File: config.mk
export PLATFORM = sky130hd
export DESIGN_NAME = chaotic_z_bit_extractor_flat
export DESIGN_NICKNAME = d
export VERILOG_FILES = /design/src/rtl/chaotic_pkg.sv /design/src/rtl/chaotic_z_bit_extractor_if.sv /design/src/rtl/chaotic_sync_fifo.sv /design/src/rtl/chaotic_z_bit_extractor.sv /design/src/flat_wrapper.sv
export SDC_FILE = /design/constraint.sdc
export NUM_CORES = 1
export LEC_CHECK = 0
export ABC_AREA = 1
export CORE_AREA = 2 2 100 102
export CTS_CLUSTER_DIAMETER = 60
export DETAILED_ROUTE_END_ITERATION = 6
export DIE_AREA = 0 0 102 104
export GPL_TIMING_DRIVEN = 0
export HOLD_SLACK_MARGIN = 0.03
export SKIP_CTS_REPAIR_TIMING = 1
export SYNTH_ARGS = -nofsm -noshare
export SYNTH_HDL_FRONTEND = slang
export SYNTH_HIERARCHICAL = 1
export SYNTH_SLANG_ARGS = --single-unit
export TNS_END_PERCENT = 1
File: constraint.sdc
create_clock -name clk -period 5.35 [get_ports clk]
set_clock_uncertainty 0.2 [all_clocks]
set_input_delay 1.605 -clock clk [delete_from_list [all_inputs] [get_ports clk]]
set_output_delay 1.605 -clock clk [all_outputs]
set_load 0.01 [all_outputs]
File: src/rtl/chaotic_pkg.sv
// Shared constants and types for the chaotic z-channel bit extraction path.
// FP64 field positions, serializer state encoding and a finite-normal test.
package chaotic_pkg;

    localparam int          FP64_EXP_MSB  = 62;
    localparam int          FP64_EXP_LSB  = 52;
    localparam int          FP64_MANT_W   = 52;
    localparam logic [10:0] FP64_EXP_ALL1 = 11'h7FF;

    typedef enum logic {
        IDLE,
        SHIFT
    } ser_state_t;

    // Exponent all-ones (Inf/NaN) and all-zeros (zero/subnormal) are both rejected.
    function automatic logic fp64_exp_ok(input logic [10:0] exp_f);
        return (exp_f != FP64_EXP_ALL1) && (exp_f != '0);
    endfunction

endpackage

File: src/rtl/chaotic_z_bit_extractor_if.sv
// Sample-in / bit-stream-out bus of the z-bit extractor.
// The master drives samples and bit_ready; the slave (extractor) drives the bit stream.
interface chaotic_z_bit_extractor_if #(
    parameter int DATA_WIDTH = 64
);
    logic                  en;
    logic                  zn1_valid;
    logic [DATA_WIDTH-1:0] zn1;
    logic                  bit_ready;
    logic                  bit_valid;
    logic                  bit_out;

    modport master (
        output en, zn1_valid, zn1, bit_ready,
        input  bit_valid, bit_out
    );

    modport slave (
        input  en, zn1_valid, zn1, bit_ready,
        output bit_valid, bit_out
    );
endinterface

File: src/rtl/chaotic_sync_fifo.sv
// Single-clock FIFO with registered occupancy; a push into a full FIFO is
// accepted when a pop happens in the same cycle.
module chaotic_sync_fifo #(
    parameter int WIDTH = 8,
    parameter int DEPTH = 4
) (
    input  logic                     clk,
    input  logic                     rst_n,
    input  logic                     i_push,
    input  logic [WIDTH-1:0]         i_wdata,
    input  logic                     i_pop,
    output logic [WIDTH-1:0]         o_rdata,
    output logic                     o_full,
    output logic                     o_empty,
    output logic [$clog2(DEPTH):0]   o_level
);
    localparam int AW = $clog2(DEPTH);

    logic [WIDTH-1:0] r_mem [DEPTH];
    logic [AW-1:0]    r_wptr;
    logic [AW-1:0]    r_rptr;
    logic [AW:0]      r_level;
    logic             w_pop;
    logic             w_push;

    assign o_full  = (r_level == (AW+1)'(DEPTH));
    assign o_empty = (r_level == '0);
    assign o_level = r_level;
    assign o_rdata = r_mem[r_rptr];

    assign w_pop  = i_pop && !o_empty;
    assign w_push = i_push && (!o_full || w_pop);

    always_ff @(posedge clk) begin
        if (w_push) begin
            r_mem[r_wptr] <= i_wdata;
        end
    end

    always_ff @(posedge clk) begin
        if (!rst_n) begin
            r_wptr  <= '0;
            r_rptr  <= '0;
            r_level <= '0;
        end else begin
            if (w_push) r_wptr <= r_wptr + 1'b1;
            if (w_pop)  r_rptr <= r_rptr + 1'b1;
            case ({w_push, w_pop})
                2'b10:   r_level <= r_level + 1'b1;
                2'b01:   r_level <= r_level - 1'b1;
                default: r_level <= r_level;
            endcase
        end
    end
endmodule

File: src/rtl/chaotic_z_bit_extractor.sv
// Extracts a mantissa bit window from each valid float64 zn1, buffers the
// samples and serializes them MSB-first onto a valid/ready bit stream.
module chaotic_z_bit_extractor
    import chaotic_pkg::*;
#(
    parameter int DATA_WIDTH      = 64,
    parameter int BITS_PER_SAMPLE = 8,
    parameter int BIT_OFFSET      = 16,
    parameter int FIFO_DEPTH      = 4
) (
    input  logic                          clk,
    input  logic                          rst_n,
    chaotic_z_bit_extractor_if.slave      zbus,
    output logic [$clog2(FIFO_DEPTH):0]   fifo_level,
    output logic [15:0]                   drop_cnt,
    output logic                          fp_err
);
    localparam int CNT_W = (BITS_PER_SAMPLE > 1) ? $clog2(BITS_PER_SAMPLE) : 1;

    logic [DATA_WIDTH-1:0]      w_zn1;
    logic [10:0]                w_exp;
    logic                       w_capture;
    logic                       w_exp_ok;
    logic                       w_push_req;
    logic [BITS_PER_SAMPLE-1:0] w_chunk;
    logic [BITS_PER_SAMPLE-1:0] w_fifo_rdata;
    logic                       w_fifo_full;
    logic                       w_fifo_empty;
    logic                       w_pop;
    logic                       w_last_hs;
    logic                       w_drop;

    ser_state_t                 r_state;
    ser_state_t                 w_next;
    logic [BITS_PER_SAMPLE-1:0] r_shreg;
    logic [CNT_W-1:0]           r_bit_cnt;

    assign w_zn1      = zbus.zn1;
    assign w_exp      = w_zn1[FP64_EXP_MSB:FP64_EXP_LSB];
    assign w_exp_ok   = fp64_exp_ok(w_exp);
    assign w_capture  = zbus.zn1_valid && zbus.en;
    assign w_push_req = w_capture && w_exp_ok;
    assign w_chunk    = w_zn1[BIT_OFFSET +: BITS_PER_SAMPLE];

    // Last-bit handshake reloads from the FIFO in the same cycle, so samples stay gapless.
    assign w_last_hs = (r_state == SHIFT) && zbus.bit_ready && (r_bit_cnt == '0);
    assign w_pop     = !w_fifo_empty && ((r_state == IDLE) || w_last_hs);
    assign w_drop    = w_push_req && w_fifo_full && !w_pop;

    chaotic_sync_fifo #(
        .WIDTH (BITS_PER_SAMPLE),
        .DEPTH (FIFO_DEPTH)
    ) u_fifo (
        .clk     (clk),
        .rst_n   (rst_n),
        .i_push  (w_push_req),
        .i_wdata (w_chunk),
        .i_pop   (w_pop),
        .o_rdata (w_fifo_rdata),
        .o_full  (w_fifo_full),
        .o_empty (w_fifo_empty),
        .o_level (fifo_level)
    );

    always_ff @(posedge clk) begin
        if (!rst_n) begin
            r_state <= IDLE;
        end else begin
            r_state <= w_next;
        end
    end

    always_comb begin
        w_next = r_state;
        case (r_state)
            IDLE:    if (!w_fifo_empty) w_next = SHIFT;
            SHIFT:   if (w_last_hs && w_fifo_empty) w_next = IDLE;
            default: w_next = IDLE;
        endcase
    end

    always_comb begin
        zbus.bit_valid = (r_state == SHIFT);
        zbus.bit_out   = (r_state == SHIFT) && r_shreg[BITS_PER_SAMPLE-1];
    end

    always_ff @(posedge clk) begin
        if (!rst_n) begin
            r_shreg   <= '0;
            r_bit_cnt <= '0;
        end else if (w_pop) begin
            r_shreg   <= w_fifo_rdata;
            r_bit_cnt <= CNT_W'(BITS_PER_SAMPLE - 1);
        end else if ((r_state == SHIFT) && zbus.bit_ready) begin
            r_shreg   <= r_shreg << 1;
            r_bit_cnt <= r_bit_cnt - 1'b1;
        end
    end

    always_ff @(posedge clk) begin
        if (!rst_n) begin
            drop_cnt <= '0;
            fp_err   <= 1'b0;
        end else begin
            if (w_drop && (drop_cnt != '1)) drop_cnt <= drop_cnt + 1'b1;
            if (w_capture && !w_exp_ok)     fp_err   <= 1'b1;
        end
    end
endmodule

File: src/flat_wrapper.sv
// flat-port wrapper written by rule: the top's interface ports become plain ports
module chaotic_z_bit_extractor_flat import chaotic_pkg::*;
#(
    parameter int DATA_WIDTH      = 64,
    parameter int BITS_PER_SAMPLE = 8,
    parameter int BIT_OFFSET      = 16,
    parameter int FIFO_DEPTH      = 4
)
  (clk, rst_n, fifo_level, drop_cnt, fp_err, zbus_en, zbus_zn1_valid, zbus_zn1, zbus_bit_ready, zbus_bit_valid, zbus_bit_out);
  chaotic_z_bit_extractor_if #(.DATA_WIDTH(DATA_WIDTH)) zbus_i ();
  input  logic clk;
  input  logic rst_n;
  output logic [$clog2(FIFO_DEPTH):0] fifo_level;
  output logic [15:0] drop_cnt;
  output logic fp_err;
  input wire logic [$bits(zbus_i.en)-1:0] zbus_en;
  input wire logic [$bits(zbus_i.zn1_valid)-1:0] zbus_zn1_valid;
  input wire logic [$bits(zbus_i.zn1)-1:0] zbus_zn1;
  input wire logic [$bits(zbus_i.bit_ready)-1:0] zbus_bit_ready;
  output wire logic [$bits(zbus_i.bit_valid)-1:0] zbus_bit_valid;
  output wire logic [$bits(zbus_i.bit_out)-1:0] zbus_bit_out;
  assign zbus_i.en = zbus_en;
  assign zbus_i.zn1_valid = zbus_zn1_valid;
  assign zbus_i.zn1 = zbus_zn1;
  assign zbus_i.bit_ready = zbus_bit_ready;
  assign zbus_bit_valid = zbus_i.bit_valid;
  assign zbus_bit_out = zbus_i.bit_out;
  chaotic_z_bit_extractor #(.DATA_WIDTH(DATA_WIDTH), .BITS_PER_SAMPLE(BITS_PER_SAMPLE), .BIT_OFFSET(BIT_OFFSET), .FIFO_DEPTH(FIFO_DEPTH)) u_core (.clk(clk), .rst_n(rst_n), .zbus(zbus_i), .fifo_level(fifo_level), .drop_cnt(drop_cnt), .fp_err(fp_err));
endmodule
Word level (Yosys, flattened, before mapping)
Memory sizes are Yosys's and may differ from the RTL's. A register that Yosys moved wholly into a read port is not among the register bits.
Cells that the tools add are included.

operators by class
  add/sub/neg operators = 6
  eq/ne operators = 5
  multiplexer cells = 12
  bitwise gates (word level) = 1
  reduce and logical (&&, ||, !) cells = 25

operators with widths
  cell                                               count
  adder 16 x 1 -> 16 bit (second input constant)     1
  two-way mux 8 bit                                  2
  inequality test 16 bit (second input constant)     1
  logical AND 1 bit                                  14
  inequality test 11 bit (second input constant)     1
  nonzero test 11 bit                                1
  zero test 3 bit                                    2
  two-way mux 3 bit                                  2
  one-hot mux 3 bit (2 select lines)                 1
  subtractor 3 x 1 -> 3 bit (second input constant)  2
  adder 2 x 1 -> 2 bit (second input constant)       2
  zero test 1 bit                                    4
  two-way mux 1 bit                                  4
  two-way mux 2 bit                                  2
  nonzero test 2 bit                                 2
  adder 3 x 1 -> 3 bit (second input constant)       1
  == test 3 bit (second input constant)              1
  == test 2 x 1 -> 1 bit (second input constant)     1
  == test 2 bit (second input constant)              1
  logical OR 1 bit                                   2
  one-hot mux 1 bit (2 select lines)                 1
  inverter 1 bit                                     1

word-level totals
  register bits after elaboration = 36
  bits in writable memories = 32
  bits of input ports = 69
  output and inout port bits = 22
  word-level logic and storage cells = 58
  memories kept = 1

memory list
  memory               depth  bits a word  rd ports  clocked after Yosys merged registers in  write ports  RTL line                 text
  u_core.u_fifo.r_mem  4      8            1         1                                        1            chaotic_sync_fifo.sv:19  logic [WIDTH-1:0] r_mem [DEPTH];

Depth between registers and ports, before layout
  depth after elaboration = 9
  gate-level depth with buffers = 14
  mapped depth without buffers = 14

Hierarchy
Netlist, hierarchy kept.

by module, submodules not included
  module                   instances  cells each  area an instance (um2)  seq. area each (um2)
  chaotic_sync_fifo        1          140         1655.3                  1141.1
  chaotic_z_bit_extractor  1          241         1580.3                  580.6

Worst setup path before layout
Ideal clock, no wire load.

  path type = input -> register
  from = input zbus_bit_ready
  to = register u_core.u_fifo.r_level[2] (netlist: u_core/u_fifo/o_level[2])
  setup time = 0.115 ns
  arrival = 3.168 ns
  data required time = 5.035 ns
  setup slack = 1.868 ns
  stages = 13
  buffers on the path = 1
  path through = nand2_2 > inv_2 > nand3_2 > nand2_1 > nand2_2 > buf_6 > inv_2 > nand3_1 > fa_1 > inv_1 > nand4_1 > a21oi_1 > nor2_1

on the way
  longest elaborated chain between the ends = 9
  elaborated cells on any way between the ends = 11
  classes of those cells = eq/ne (2); mux (1); reduce/logical (8)

ends and longest elaborated chain
  element                                                                   RTL line                       text
  start, declared                                                           flat_wrapper.sv:19             input wire logic [$bits(zbus_i.bit_ready)-1:0] zbus_bit_ready;
  logical AND 1 bit * (2 in series)                                         chaotic_z_bit_extractor.sv:46  assign w_last_hs = (r_state == SHIFT) && zbus.bit_ready && (r_bit_cnt == '0);
  logical OR 1 bit *                                                        chaotic_z_bit_extractor.sv:47  assign w_pop = !w_fifo_empty && ((r_state == IDLE) || w_last_hs);
  logical AND 1 bit *                                                       chaotic_z_bit_extractor.sv:47
  named net u_core.w_pop                                                    chaotic_z_bit_extractor.sv:29  logic w_pop;
  logical AND 1 bit *                                                       chaotic_sync_fifo.sv:31        assign w_pop = i_pop && !o_empty;
  logical OR 1 bit                                                          chaotic_sync_fifo.sv:32        assign w_push = i_push && (!o_full || w_pop);
  logical AND 1 bit                                                         chaotic_sync_fifo.sv:32
  == test 2 x 1 -> 1 bit or == test 2 bit (tied branches)                   chaotic_sync_fifo.sv:48        case ({w_push, w_pop})
  one-hot mux 3 bit (2 select lines) or nonzero test 2 bit (tied branches)  n/a
  end signal, assigned                                                      chaotic_sync_fifo.sv:49        2'b10: r_level <= r_level + 1'b1;
  end signal, assigned                                                      chaotic_sync_fifo.sv:50        2'b01: r_level <= r_level - 1'b1;
  end signal, assigned                                                      chaotic_sync_fifo.sv:51        default: r_level <= r_level;
  end, declared                                                             chaotic_sync_fifo.sv:22        logic [AW:0] r_level;

The timed path passes the listed nets; every way through them passes the cells marked *.
A chain may end at the register's enable or synchronous reset.

Worst setup path after layout
  from = input zbus_bit_ready
  to = memory u_core.u_fifo.r_mem[0][7] (enable)

on the way
  longest elaborated chain between the ends = 9

ends and longest elaborated chain
  element                                  RTL line                       text
  logical AND 1 bit (2 in series)          chaotic_z_bit_extractor.sv:46
  logical OR 1 bit                         chaotic_z_bit_extractor.sv:47
  logical AND 1 bit                        chaotic_z_bit_extractor.sv:47
  named net u_core.w_pop                   chaotic_z_bit_extractor.sv:29
  logical AND 1 bit                        chaotic_sync_fifo.sv:31
  logical OR 1 bit                         chaotic_sync_fifo.sv:32
  logical AND 1 bit                        chaotic_sync_fifo.sv:32
  two-way mux 1 bit                        chaotic_sync_fifo.sv:35        if (w_push) begin
  two-way mux 1 bit (not written as such)  chaotic_sync_fifo.sv:36        r_mem[r_wptr] <= i_wdata;
  end, declared                            chaotic_sync_fifo.sv:19

The timed path passes the listed nets, and every way through them passes these cells.

==> metrics.log <==
INFO  metric status = completed
INFO  metric vias_per_cell = 4.66
INFO  metric cts-htree-levels = 3
INFO  metric timing.slew.headroom = 46.9%
INFO  metric ys.flop_type = sky130_fd_sc_hd__dfxtp_1
INFO  metric clk_pin_slew = ~70 ps
INFO  metric grt_util_all_layers = 13.4%
INFO  metric synth_largest_type_area_fraction = between 20% and 30%
INFO  metric worstSetupPathType = input port to flip-flop
INFO  metric timing.critical_path.arrival = 3680 ps
INFO  metric met1_length = between 3 and 4 mm
INFO  metric wire_length_of_the_first_global_routing_pass = 11.4 mm
INFO  metric placed_cells = 559
INFO  metric top_signal_layer_used = met4
INFO  metric boundaryPins = 91
INFO  metric hold_path_depth = 2
INFO  metric number_of_setup_violations_in_the_final_report = 0
INFO  metric place.port_buffers = 45
INFO  metric final_standard_cell_count_with_taps_included_and_fillers_excluded = 575
INFO  metric critPathRequiredTime = a little over 5000 ps
INFO  metric crit_path_end_kind = flip-flop
INFO  metric cts_inserted_buffers = 9
INFO  metric reg2regPathDepth = 9
INFO  metric die_area = around 0.011 sq mm
INFO  metric grt_pass1_vias = 2501
INFO  metric critPathLaunchType = input port
INFO  metric crit_path_start = zbus_bit_ready
INFO  metric peakVddDrop = 0.220 mV
INFO  metric timing.final.max_slew_violations = 0
INFO  metric drt_pre_antenna_iters = 4
INFO  metric row_count = 36
INFO  metric p_leak = 0.00152 uW
INFO  metric routed_wl = 6.92 mm
INFO  metric finalNetCount = approximately 500
INFO  metric slowest_delay = slightly above 600 ps
INFO  metric synth_top_area_cell = sky130_fd_sc_hd__edfxtp_1
INFO  metric global_route.overflow_total = 0
INFO  metric clk-insertion-delay-late = 340 ps
INFO  metric cts.sinks = 70
INFO  metric critPathMaxFanout = 12
INFO  metric tightestPinTransition = 794 ps
INFO  metric setup_repair_after_global_routing_missed_its_margin = false
INFO  metric ctsLongestPathBuffers = 2
INFO  metric p_per_area = 401 mW/mm^2
INFO  metric syn_to_final_growth = 26.6%
INFO  metric routed-wl-met2 = around 3.3 mm
INFO  metric worst_r2r_startpoint = u_core/zbus.bit_valid$_SDFF_PN0_
INFO  metric synth-warning-count = 6
INFO  metric post_synth_num_cell_types = 30
INFO  metric finish.utilization = 42.9%
INFO  metric largest_net_degree_at_the_start_of_global_routing = 14
INFO  metric cts_tree = yes
INFO  metric dp_hpwl = 4.84 mm
INFO  metric floorplan.initialDensity = between 30% and 40%
INFO  metric post_synth_inst_count = 381
INFO  metric fmax = 0.256 GHz
INFO  metric cap_violations = 0
INFO  metric routabilityCongestion = a little under 0.8
INFO  metric tightest_hold_check_type = flip-flop to flip-flop
INFO  metric fillCellCount = between 900 and 1000
INFO  metric clk_root_buffer_cell = sky130_fd_sc_hd__clkbuf_8
INFO  metric drt.antenna.violating_nets = 0
INFO  metric core_region_area = 0.00955 sq mm
INFO  metric antenna_found_initial = 0
INFO  metric die_width = 102 um
INFO  metric placement.setup.worst_slack = 1040 ps
INFO  metric synth.yosys.seq_area_share = around 53%
INFO  metric finalWorstSetupSlack = 1440 ps
INFO  metric synthArstFlopShare = 0%
INFO  metric synth_common_cells = 64 x sky130_fd_sc_hd__nor2_1, 60 x sky130_fd_sc_hd__nand2_1, 40 x sky130_fd_sc_hd__nand3_1, 38 x sky130_fd_sc_hd__dfxtp_1, 38 x sky130_fd_sc_hd__inv_1
INFO  metric cp_slowest_cell = sky130_fd_sc_hd__nor2_1
INFO  metric yosys.cell_count.top_type = sky130_fd_sc_hd__nor2_1
INFO  metric hold_path_startpoint = u_core/fp_err$_SDFFE_PN0P_
INFO  metric drive_gt1_share = 8.37%
INFO  metric number_of_synthesized_flops_with_an_enable_pin = 32
INFO  metric syn-mean-instance-area = 8.49 sq um
INFO  metric synth_area_leaders = sky130_fd_sc_hd__edfxtp_1 30%, sky130_fd_sc_hd__dfxtp_1 24%, sky130_fd_sc_hd__nor2_1 7.4%, sky130_fd_sc_hd__nand2_1 7.0%, sky130_fd_sc_hd__nand3_1 6.2%
INFO  metric wl_per_cell = roughly 12 um
INFO  metric vias = 2677
INFO  metric synthesis.nets = 458
INFO  metric crit_path_cell_trace = clkdlybuf4s50_1 -> nand2_2 -> inv_2 -> nand3_2 -> nand2_1 -> nand2_2 -> buf_6 -> inv_2 -> o21ai_4 -> nor2_1
INFO  metric drt_first_iter_violations = 79
INFO  metric route.detailed.drc = 0
INFO  metric diodes = 0
INFO  metric syn_area = 0.00324 sq mm
INFO  metric fin_tns_setup = 0 ps
INFO  metric hold_viol = 0
INFO  metric die_height = ~100 um
INFO  metric met3_wl = 387 um
INFO  metric synth_seq_cells = 70
INFO  metric finalCritPeriodShare = 73.0%
INFO  metric layout_min_cycle_time = 3910 ps
==> stage by stage <==
step | area, sq um | power, uW | hold WS, ps
after floorplan | 3240 | 1000 | 241
final | 4100 | 1640 | 274
after detailed placement | 3850 | 1140 | 262
after global routing | 4100 | 1750 | 299
after global placement | 3850 | 1130 | 250
after CTS | 4100 | 1660 | 276
==> layer usage <==
| metal | global-route usage, % | vias to the layer above |
|---|---|---|
| li1 | - | 1383 |
| met1 | 16.6 | 1223 |
| met2 | 22.2 | 62 |
| met3 | 4.50 | 9 |
| met4 | 3.71 | 0 |
| met5 | 0 | - |
==> layout by cell type (no fill, tap or decap), types with 8 or more instances in the layout <==
cell,Yosys,routed
sky130_fd_sc_hd__nor2_1,64,64
sky130_fd_sc_hd__nand2_1,60,60
sky130_fd_sc_hd__clkdlybuf4s50_1,0,45
sky130_fd_sc_hd__nand3_1,40,40
sky130_fd_sc_hd__inv_1,38,38
sky130_fd_sc_hd__dfxtp_1,38,38
sky130_fd_sc_hd__edfxtp_1,32,32
sky130_fd_sc_hd__a21oi_1,27,27
sky130_fd_sc_hd__o21ai_0,18,18
sky130_fd_sc_hd__clkbuf_8,0,9
sky130_fd_sc_hd__o22ai_1,8,8
==> worst paths after layout <==
check / to / slack [ps]
setup / recovery: u_core/u_fifo/r_mem[0][7]$_DFFE_PP_ / 1440
hold / removal: u_core/fp_err$_SDFFE_PN0P_ / 270
setup reg to reg: u_core/u_fifo/r_mem[0][7]$_DFFE_PP_ / 2780
hold reg to reg: u_core/fp_err$_SDFFE_PN0P_ / 270
==> area by class of cell <==
class	count	area, sq um	share of cell area, %
Tap cell	133	166	4.06
Clock inverter	7	120	2.93
Timing Repair Buffer	45	450	11.0
Sequential cell	70	1720	42.0
Clock buffer	9	124	3.02
Multi-Input combinational cell	259	1280	31.3
Buffer	12	80.1	1.95
Inverter	40	150	3.67
==> flip-flops by register name, indices dropped and copies added (netlist names), named ones only <==
name	cells
u_core/u_fifo/r_rptr	2
u_core/r_shreg	8
u_core/u_fifo/r_wptr	2
u_core/zbus.bit_valid	1
u_core/u_fifo/o_level	3
u_core/fp_err	1
u_core/drop_cnt	16
u_core/u_fifo/r_mem	32
u_core/r_bit_cnt	3
==> power by group <==
group / switching, uW / total [uW] / internal, uW / leakage [uW]
Clock: 203 / 514 / 311 / 0.000121
Combinational: 269 / 443 / 174 / 0.000802
Sequential: 49.1 / 684 / 635 / 0.000600
==> logic make-up (layout without fill, tap and decap cells) <==
logic type	count (synthesis)	in the layout	share of synthesized area [%]
buffers and inverters	52	113	7.12
DFF	70	70	53.2
xor gates and xnor gates	3	3	0.812
adders and majority gates	8	8	3.33
AOI/OAI and AO/OA	66	66	11.2
and+or+nand+nor	182	182	24.3
==> critical path, delay by kind of cell <==
kind,cells,cell delay (ps)
compound gates,1,130
buf+inv,4,910
simple gates,5,1010
(Power assumes the default switching activity.)
